===== config.mk =====
export PLATFORM = sky130hd
export DESIGN_NAME = munoc_xmi_burst_requester
export DESIGN_NICKNAME = d
export VERILOG_FILES = /design/src/rtl/munoc_xmi_burst_pkg.sv /design/src/rtl/munoc_xmi_beat_counter.sv /design/src/rtl/munoc_xmi_burst_requester.sv
export SDC_FILE = /design/constraint.sdc
export NUM_CORES = 1
export LEC_CHECK = 0
export CORE_MARGIN = 2
export CORE_UTILIZATION = 34
export DETAILED_ROUTE_END_ITERATION = 10
export PLACE_DENSITY = 0.82
export SYNTH_ARGS = -nofsm -noshare
export SYNTH_HDL_FRONTEND = slang
export SYNTH_SLANG_ARGS = --single-unit

===== constraint.sdc =====
create_clock -name clk -period 3.3 [get_ports clk]
set_clock_uncertainty 0.15 [all_clocks]
set_input_delay 0.99 -clock clk [delete_from_list [all_inputs] [get_ports clk]]
set_output_delay 0.99 -clock clk [all_outputs]
set_load 0.1 [all_outputs]

===== src/rtl/munoc_xmi_burst_pkg.sv =====
// munoc_xmi_burst_pkg: shared state encoding, AXI constants and dready bit indices
package munoc_xmi_burst_pkg;
  typedef enum logic [2:0] {IDLE, RREQ, WBEAT, RWAIT, BWAIT} state_t;
  localparam logic [1:0] INCR   = 2'b01;
  localparam logic [1:0] OKAY   = 2'b00;
  localparam logic [1:0] SLVERR = 2'b10;
  localparam logic [1:0] DECERR = 2'b11;
  localparam int RD_IDX = 0;
  localparam int WR_IDX = 1;
endpackage


===== src/rtl/munoc_xmi_beat_counter.sv =====
// munoc_xmi_beat_counter: loadable up-counter with an at-limit flag
module munoc_xmi_beat_counter #(
  parameter int W = 8
) (
  input  logic         clk,
  input  logic         rst,
  input  logic         load,
  input  logic [W-1:0] init,
  input  logic         inc,
  input  logic [W-1:0] limit,
  output logic         at_limit
);
  logic [W-1:0] cnt;
  always_ff @(posedge clk)
    if (rst) cnt <= '0;
    else if (load) cnt <= init;
    else if (inc) cnt <= cnt + 1'b1;
  assign at_limit = cnt == limit;
endmodule


===== src/rtl/munoc_xmi_burst_requester.sv =====
// munoc_xmi_burst_requester: burst command to XMI rlxq/rlxy beats; optional watchdog via MUNOC_XMI_BURST_REQUESTER_TIMEOUT_EN
module munoc_xmi_burst_requester
  import munoc_xmi_burst_pkg::*;
#(
  parameter int BW_ADDR   = 32,
  parameter int BW_DATA   = 32,
  parameter int BW_BURDEN = 1,
  parameter int MAX_LEN   = 16
) (
  input  logic                 clk,
  input  logic                 rstnn,
  input  logic                 cmd_valid,
  output logic                 cmd_ready,
  input  logic                 cmd_write,
  input  logic [BW_ADDR-1:0]   cmd_addr,
  input  logic [7:0]           cmd_len,
  input  logic [2:0]           cmd_size,
  input  logic [BW_BURDEN-1:0] cmd_burden,
  input  logic                 wd_valid,
  output logic                 wd_ready,
  input  logic [BW_DATA-1:0]   wd_data,
  input  logic [BW_DATA/8-1:0] wd_strb,
  output logic                 rd_valid,
  input  logic                 rd_ready,
  output logic [BW_DATA-1:0]   rd_data,
  output logic                 rd_last,
  output logic                 done,
  output logic [1:0]           done_resp,
  input  logic [1:0]           rlxqdready,
  output logic                 rlxqvalid,
  output logic                 rlxqlast,
  output logic                 rlxqwrite,
  output logic [7:0]           rlxqlen,
  output logic [2:0]           rlxqsize,
  output logic [1:0]           rlxqburst,
  output logic [BW_DATA/8-1:0] rlxqwstrb,
  output logic [BW_DATA-1:0]   rlxqwdata,
  output logic [BW_ADDR-1:0]   rlxqaddr,
  output logic [BW_BURDEN-1:0] rlxqburden,
  output logic [1:0]           rlxydready,
  input  logic                 rlxyvalid,
  input  logic                 rlxylast,
  input  logic                 rlxywreply,
  input  logic [1:0]           rlxyresp,
  input  logic [BW_DATA-1:0]   rlxyrdata,
  input  logic [BW_BURDEN-1:0] rlxyburden
);
  state_t state, state_n;
  logic [BW_ADDR-1:0] addr_q;
  logic [7:0] len_q;
  logic [2:0] size_q;
  logic [BW_BURDEN-1:0] burden_q;
  logic [1:0] worst_q, worst_n, resp_q, resp_fin;
  logic bad_q, bad_n, accept, q_hs, y_hs, fin, to, at_limit, req;
  assign accept = cmd_valid & cmd_ready;
  assign cmd_ready = (state == IDLE) & ~rstnn;
  assign q_hs = rlxqvalid & rlxqdready[rlxqwrite];
  assign y_hs = rlxyvalid & rlxydready[rlxywreply];
  assign fin = y_hs & ((state == BWAIT) | rlxylast);
  assign req = (state == RREQ) | (state == WBEAT);
  assign worst_n = (y_hs && rlxyresp > worst_q) ? rlxyresp : worst_q;
  assign bad_n = bad_q | (y_hs & (rlxyburden != burden_q));
  assign resp_fin = to ? DECERR : bad_n ? SLVERR : (state == BWAIT) ? rlxyresp : worst_n;
  assign done = (fin | to) & ~rstnn;
  assign done_resp = done ? resp_fin : resp_q;
  munoc_xmi_beat_counter #(.W(8)) u_beats (
    .clk(clk), .rst(rstnn), .load(accept), .init(8'd0),
    .inc((state == WBEAT) & q_hs), .limit(len_q), .at_limit(at_limit)
  );
`ifdef MUNOC_XMI_BURST_REQUESTER_TIMEOUT_EN
  logic [15:0] wdog_q;
  always_ff @(posedge clk)
    if (rstnn || state == IDLE || q_hs || y_hs) wdog_q <= '0;
    else wdog_q <= wdog_q + 16'd1;
  assign to = (state != IDLE) & (&wdog_q) & ~q_hs & ~y_hs;
`else
  assign to = 1'b0;
`endif
  always_ff @(posedge clk) begin
    if (rstnn) begin
      state    <= IDLE;
      addr_q   <= '0;
      len_q    <= '0;
      size_q   <= '0;
      burden_q <= '0;
      worst_q  <= OKAY;
      bad_q    <= 1'b0;
      resp_q   <= OKAY;
    end else begin
      state <= state_n;
      if (accept) begin
        addr_q   <= cmd_addr;
        len_q    <= cmd_len >= 8'(MAX_LEN) ? 8'(MAX_LEN - 1) : cmd_len;
        size_q   <= cmd_size;
        burden_q <= cmd_burden;
        worst_q  <= OKAY;
        bad_q    <= 1'b0;
      end else begin
        worst_q <= worst_n;
        bad_q   <= bad_n;
      end
      if (done) resp_q <= resp_fin;
    end
  end
  // write direction lives in the state itself, so no separate write flag is kept
  always_comb begin
    state_n = (fin | to) ? IDLE :
              accept ? (cmd_write ? WBEAT : RREQ) :
              (state == RREQ && q_hs) ? RWAIT :
              (state == WBEAT && q_hs && at_limit) ? BWAIT : state;
    rlxqvalid  = (state == RREQ) | ((state == WBEAT) & wd_valid);
    rlxqwrite  = state == WBEAT;
    rlxqlast   = (state == RREQ) | ((state == WBEAT) & at_limit);
    rlxqwdata  = (state == WBEAT) ? wd_data : '0;
    rlxqwstrb  = (state == WBEAT) ? wd_strb : '0;
    rlxqlen    = req ? len_q : '0;
    rlxqsize   = req ? size_q : '0;
    rlxqburst  = req ? INCR : 2'b00;
    rlxqaddr   = req ? addr_q : '0;
    rlxqburden = req ? burden_q : '0;
    wd_ready   = (state == WBEAT) & rlxqdready[WR_IDX];
    rlxydready = '0;
    rlxydready[RD_IDX] = (state == RWAIT) & rd_ready;
    rlxydready[WR_IDX] = state == BWAIT;
    rd_valid   = (state == RWAIT) & rlxyvalid & ~rlxywreply;
    rd_data    = (state == RWAIT) ? rlxyrdata : '0;
    rd_last    = (state == RWAIT) & rlxylast;
  end
endmodule


==> results of run 1 <==
-- worst register-to-register path: stages, from the launching register on --
cell and delay [ps]:
dfxtp_1 350, buf_4 180, nor4_4 490, and2_1 610, nand2_1 240, nor2_1 200, nor3_1 90
-- layout make-up --
type	count	area, sq um	area share, %
Clock buffer	11	141.4	1.865
Clock inverter	5	27.53	0.3630
Inverter	6	27.53	0.3630
Multi-Input combinational cell	338	2052	27.06
Sequential cell	60	1204	15.87
Tap cell	129	161.4	2.129
Timing Repair Buffer	278	3969	52.34
-- cells in the mapped netlist (2+ instances only) --
| library cell | number | area (sq um) |
|---|---|---|
| clkbuf_2 | 2 | 10.01 |
| clkbuf_1 | 16 | 60.06 |
| buf_4 | 7 | 52.55 |
| a31oi_1 | 2 | 12.51 |
| nor3_1 | 8 | 40.04 |
| nand2b_1 | 4 | 25.02 |
| a21oi_1 | 41 | 205.2 |
| buf_2 | 5 | 25.02 |
| xor2_1 | 12 | 105.1 |
| o21a_1 | 2 | 15.01 |
| nor4_1 | 4 | 25.02 |
| dfxtp_1 | 60 | 1201 |
| xnor2_1 | 4 | 35.03 |
| and3b_1 | 3 | 26.28 |
| nor2_1 | 22 | 82.58 |
| o21ai_0 | 2 | 10.01 |
| nand3_1 | 2 | 10.01 |
| and3_1 | 3 | 18.77 |
| inv_1 | 5 | 18.77 |
| nand2_1 | 83 | 311.6 |
| mux2i_1 | 2 | 20.02 |
| ha_1 | 3 | 37.54 |
| nor2_2 | 3 | 18.77 |
| nand4_1 | 3 | 18.77 |
| and2_1 | 120 | 750.7 |
| o21bai_1 | 2 | 15.01 |
-- flip-flops by register name (all words and copies together), names as in the netlist --
signal       count
bad_q            1
state            3
u_beats.cnt      8
size_q           3
burden_q         1
resp_q           2
len_q            8
addr_q          32
worst_q          2
-- cells by family after synthesis --
logic type,share of synthesized area [%]
AOI/OAI and AO/OA,9.475
xor gates and xnor gates,4.262
adders and majority gates,1.142
buffers and inverters,5.517
DFF,36.53
muxes,0.6089
other,0.1140
and+or+nand+nor,42.35
-- timing repair --
action                                  CTS  global route
endpoints found under the setup margin   40            40
resized for setup                        45             1
pin swaps                                10             4
setup buffers                             6             2
-- cells in the final DEF, fill, tap and decap left out, types with 2 or more instances in the layout --
master,n
and3_1,3
nand3_1,2
xnor2_1,4
clkinvlp_4,2
o21a_1,2
dfxtp_2,2
buf_4,24
ha_4,2
clkinv_2,5
and2_2,9
inv_1,3
and2_1,111
buf_6,5
nor4_1,4
a21oi_2,3
dfxtp_1,58
xor2_1,12
nor2_2,3
nand4_1,3
nor3_1,6
and3b_1,3
a21oi_1,38
clkdlybuf4s50_1,118
buf_12,126
nand2b_1,4
clkbuf_8,10
buf_2,4
nor3_4,2
nor2_1,21
nand2_1,81
nor2_4,2
-- power groups by stage --
| stage | clock (uW) | sequential [uW] | combinational [uW] |
|---|---|---|---|
| after floorplan | 0 | 782 | 468 |
| after global placement | 0 | 787 | 835 |
| final | 569 | 774 | 871 |
| after detailed placement | 0 | 790 | 852 |
| after CTS | 583 | 774 | 864 |
| after global routing | 612 | 778 | 908 |
-- per-stage QoR --
| stage | area, sq um | setup slack (ps) | utilization [%] | std cells |
|---|---|---|---|---|
| finish | 7582 | -310.0 | 81.29 | 827 |
| global route | 7582 | -388.4 | 81.29 | 827 |
| CTS | 7566 | -240.3 | 81.11 | 825 |
| detailed placement | 7272 | -838.5 | 77.96 | 803 |
| global placement | 7272 | -638.6 | 77.96 | 803 |
| floorplan | 3356 | -751.1 | - | 435 |
-- metal layers --
layer  part of all wire, %  vias up
met5                     0        -
met4                   2.8        0
met3                   7.5       33
met2                    54      190
met1                    36     1876
li1                      -     1897
-- path summary, 6_finish.rpt --
check / start / end / slack [ps] / cells past startpoint
max: rlxyresp[1] / done_resp[0] / -310 / 9
min: addr_q[1] / addr_q[1] / 300 / 2
max reg2reg: state[2] / len_q[3] / 860 / 6
min reg2reg: addr_q[1] / addr_q[1] / 300 / 2
==> impl_results.md, run 1 <==
* Status: finished, violations left
* Failing checks: negative setup slack
* Crit path largest cell delay at 260 ps
* Vias in the first global route at 4055
* Final Power at 2214 uW
* Wire length per cell at 18.13 microns
* Met2 Use GR at 51.72%
* Total global routing overflow at 0
* RSZ-0062 raised after global routing: yes
* Peak VDD IR at 0.2581 mV
* Layout Nets at 822
* Detail Placement HPWL at 11.49 mm
* CP arrival at 2470 ps
* Fin crit share at 109.4%
* Flops & latches, synth at 60
* Post-synth ARST share at 0%
* Clock transition at path regs at 60 ps
* Clock latency on the worst-skew pair at 320 ps
* Initial Util at 35.25%
* FP Rows at 35
* Port bufs at 250
* FILL cells at 528
* Post-Route WL at 14.99 mm
* Layout area overhead at 130.6%
* Met3 Resource Use GR at 8.482%
* Initial antenna violation count at 0
* Drt via density at 4.832
* Max Fclk at 277.0 MHz
* CP Launch Type: input port
* Final setup margin at -310.0 ps
* Warnings from Yosys at 0
* Post-synth net total at 564
* MaxCap Viol Count at 0
* Global routing's busiest layer: met2
* CTS tree: done
* Share of the yosys chip area belonging to registers at 36.53%
* Core area at 9328 sq um
* Worst path top cell family by delay: compound AO/OA/AOI/OAI gates
* Sequential share of power at 35.0%
* EDFF count, synth at 0
* DRT iter0 DRCs at 142
* Syn Std Cell Area at 3288 sq um
* Vias at 3996
* Fin. max-slew vios at 0
* CTS max path bufs at 2
* Num Clock Sinks at 60
* Critical path class: in2out
* Cell Int Power at 1405 uW
* CTS buffer count at 9
* Num ports at 252
* Slew HR at 57.44%
* Fin. Hold Viols at 0
* Synth Area per Inst at 7.559 sq um
* Die W at 102.3 microns
* Critical Path, Cell by Cell: buf_6 -> ha_4 -> nor2b_4 -> o21ai_2 -> buf_6 -> o22a_1 -> a21oi_2 -> o21bai_4 -> buf_12
* Final setup TNS at -617.4 ps
* Final setup viols at 3
* Clock root buffer: clkbuf_8
* Hold_buf cts at 0
* Sw frac at 36.51%
* # DRC at 0
* Post-synthesis cell type count at 41
* Critical Path RT at 2160 ps
* GRT met1 Usage at 28.65%
* Critical path fanouts, max at 4
* Largest net degree at the start of global routing at 46
* Gate power share at 39.3%
* Critical-path top delay cell: ha_4
* GPL Wtd Cong at 0.9263
* WHS at 300.7 ps
* PwrDens at 291.9 nW/um^2
* Fraction of layout instances using a drive strength above 1 at 30.37%
* Die area at 10470 sq um
* Worst Tran Pin Value at 638.3 ps
* Global-route wire length before repair at 21.82 mm
* Primary FF master, synth: dfxtp_1
* Net Switching at 808.1 uW
* Leakage at 0.003090 uW
* Worst path most repeated cell: buf_6
* Hold crit path type: reg2reg
* Min Tclk post-route at 3610 ps
* Mapped Cells at 435
* Antenna-violating nets left at 0
* Die extent in y at 102.3 microns
* CTS H-tree lvls at 3
* CP Capture Type: output port
* Gr usage total at 27.21%
* Antenna diode count at 0
* Power share of the clock group at 25.7%
* DRT Pass-1 Iters at 6
* Worst path bufs/invs at 3
No activity file was read; power rests on OpenSTA's default activity.
==> inputs of run 2 (changes only) <==
SKIP_CTS_REPAIR_TIMING = 1   (was unset)
==> impl_results.md, run 2 (same netlist as run 1, synthesis figures left out) <==
* Fin. Hold Viols at 0 (unchanged)
* Min Tclk post-route at 3576 ps (was 3610 ps)
* CTS tree: done (unchanged)
* Final setup margin at -275.7 ps (was -310.0 ps)
* Failing checks: negative setup slack (unchanged)
* Largest net degree at the start of global routing at 46 (unchanged)
* RR Startpoint: state[2] (unchanged)
* Hold crit path type: reg2reg (unchanged)
* Max reg flops at 32 (unchanged)
* Wire length per cell at 18.19 microns (was 18.13 microns)
* # DRC at 0 (unchanged)
* Most frequent cells in the layout: buf_12 (126), clkdlybuf4s50_1 (118), and2_1 (111) (unchanged)
* FF-to-FF path depth at 6 (unchanged)
* Total global routing overflow at 0 (unchanged)
* RSZ-0062 raised after global routing: yes (unchanged)
* Num Clock Sinks at 60 (unchanged)
* Initial Util at 35.25% (unchanged)
* Worst R2R Setup Slack at 960 ps (was 860 ps)
* Vias in the first global route at 3886 (was 4055)
* Global-route wire length before repair at 20.13 mm (was 21.82 mm)
* Critical Path RT at 2160 ps (about the same)
* Detail Placement HPWL at 11.49 mm (unchanged)
* Peak VDD IR at 0.2577 mV (was 0.2581 mV)
* FP Rows at 35 (unchanged)
* CP arrival at 2440 ps (was 2470 ps)
* Critical path fanouts, max at 4 (unchanged)
* DRT iter0 DRCs at 161 (was 142)
* Clock latency on the worst-skew pair at 330 ps (was 320 ps)
* Largest registers: addr_q: 32 flops, len_q: 8 flops, u_beats.cnt: 8 flops (unchanged)
* CP Launch Type: input port (unchanged)
* Crit path from: rlxyresp[1] (unchanged)
* Die extent in y at 102.3 microns (unchanged)
* Num ports at 252 (unchanged)
* Final setup viols at 3 (unchanged)
* Largest Register: addr_q (unchanged)
* Gr usage total at 25.17% (was 27.21%)
* DRT Pass-1 Iters at 6 (unchanged)
* FILL cells at 521 (was 528)
* CP Capture Type: output port (unchanged)
* PwrDens at 292.3 nW/um^2 (was 291.9 nW/um^2)
* Drt via density at 4.839 (was 4.832)
* CTS H-tree lvls at 3 (unchanged)
* Die area at 10470 sq um (unchanged)
* Core area at 9328 sq um (unchanged)
* Critical path class: in2out (unchanged)
* Final Power at 2216 uW (was 2214 uW)
* Port bufs at 250 (unchanged)
* Final core utilization at 81.29% (unchanged)
* Fin crit share at 108.4% (was 109.4%)
* Post-Route WL at 14.99 mm (about the same)
* Post-Layout Cell Count at 824 (was 827)
* Max Fclk at 279.7 MHz (was 277.0 MHz)
* GPL Wtd Cong at 0.9263 (unchanged)
* Leakage at 0.003111 uW (was 0.003090 uW)
* Antenna diode count at 0 (unchanged)
* CTS buffer count at 9 (unchanged)
* Fraction of layout instances using a drive strength above 1 at 29.64% (was 30.37%)
* Reg area at 1204 sq um (unchanged)
* Worst Tran Pin Value at 621.8 ps (was 638.3 ps)
* Layout area overhead at 130.6% (unchanged)
* Antenna-violating nets left at 0 (unchanged)
* Most common cell after layout, fill and taps aside: buf_12 (unchanged)
* Worst setup endpoint: done_resp[1] (was done_resp[0])
* Layout Nets at 819 (was 822)
* Clock root buffer: clkbuf_8 (unchanged)
* Inst Count DP at 803 (unchanged)
* Status: finished, violations left (unchanged)
* Clock transition at path regs at 60 ps (about the same)
* Vias at 3987 (was 3996)
* Initial antenna violation count at 0 (unchanged)
* Fin. max-slew vios at 0 (unchanged)
* Die W at 102.3 microns (unchanged)
* Slew HR at 58.55% (was 57.44%)
* MaxCap Viol Count at 0 (unchanged)
* Area of the multi-input gates at 2052 sq um (unchanged)
* RR Endpoint: len_q[3] (unchanged)
* CTS max path bufs at 2 (unchanged)
-- run 2: changes by cell type in the layout (fill, tap and decap cells not counted) --
cell            change
dlymetal6s2s_1      +4
buf_2               -3
buf_4               -2
buf_6               -1
dlygate4sd2_1       -1
-- run 2: worst min path at each step --
| stage | startpoint | to | slack [ps] | depth (start not counted) |
|---|---|---|---|---|
| CTS | addr_q[13] | addr_q[13] | 300 | 2 |
| detailed placement | addr_q[13] | addr_q[13] | 290 | 2 |
| floorplan | resp_q[0] | resp_q[0] | 280 | 1 |
| finish | addr_q[1] | addr_q[1] | 300 | 2 |
| global route | addr_q[13] | addr_q[13] | 320 | 2 |
| global placement | addr_q[18] | addr_q[18] | 290 | 2 |
-- run 2: stage by stage --
stage / worst slack, ps / hold slack, ps / TNS, ps / instance area, sq um
global placement: -638.6 / 287.7 / -1509 / 7272
global route: -299.4 / 319.2 / -753.1 / 7582
finish: -275.7 / 299.8 / -613.1 / 7582
detailed placement: -838.5 / 293.0 / -1910 / 7272
floorplan: -751.1 / 276.2 / -1377 / 3356
CTS: -849.0 / 302.1 / -2464 / 7441
-- run 2: layout make-up --
cell class	count	area share, %
clock inverter	5	0.3630
multi-input combinational	338	27.06
sequential	60	15.87
inverter	6	0.3630
tap	129	2.129
timing repair buffer	275	52.34
clock buffer	11	1.865
-- run 2: layer usage --
metal  global-route usage [%]  vias to the layer above  share of wire (%)
li1                         -                     1893                  -
met1                    25.64                     1856                 35
met2                    47.47                      205                 54
met3                    8.892                       33                8.2
met4                    8.615                        0                2.8
met5                        0                        -                  0
-- run 2: power by group --
part | internal (uW) | total, uW | switching [uW]
Clock | 288 | 573 | 285
Combinational | 363 | 869 | 506
Sequential | 754 | 774 | 19.6
Total | 1410 | 2220 | 811
-- run 2: critical path: stages --
cell and delay, ps:
buf_6 110, ha_4 220, nor2b_4 120, o21ai_2 140
buf_6 140, nand2_4 60, mux2i_4 220, a31oi_4 220
buf_12 200
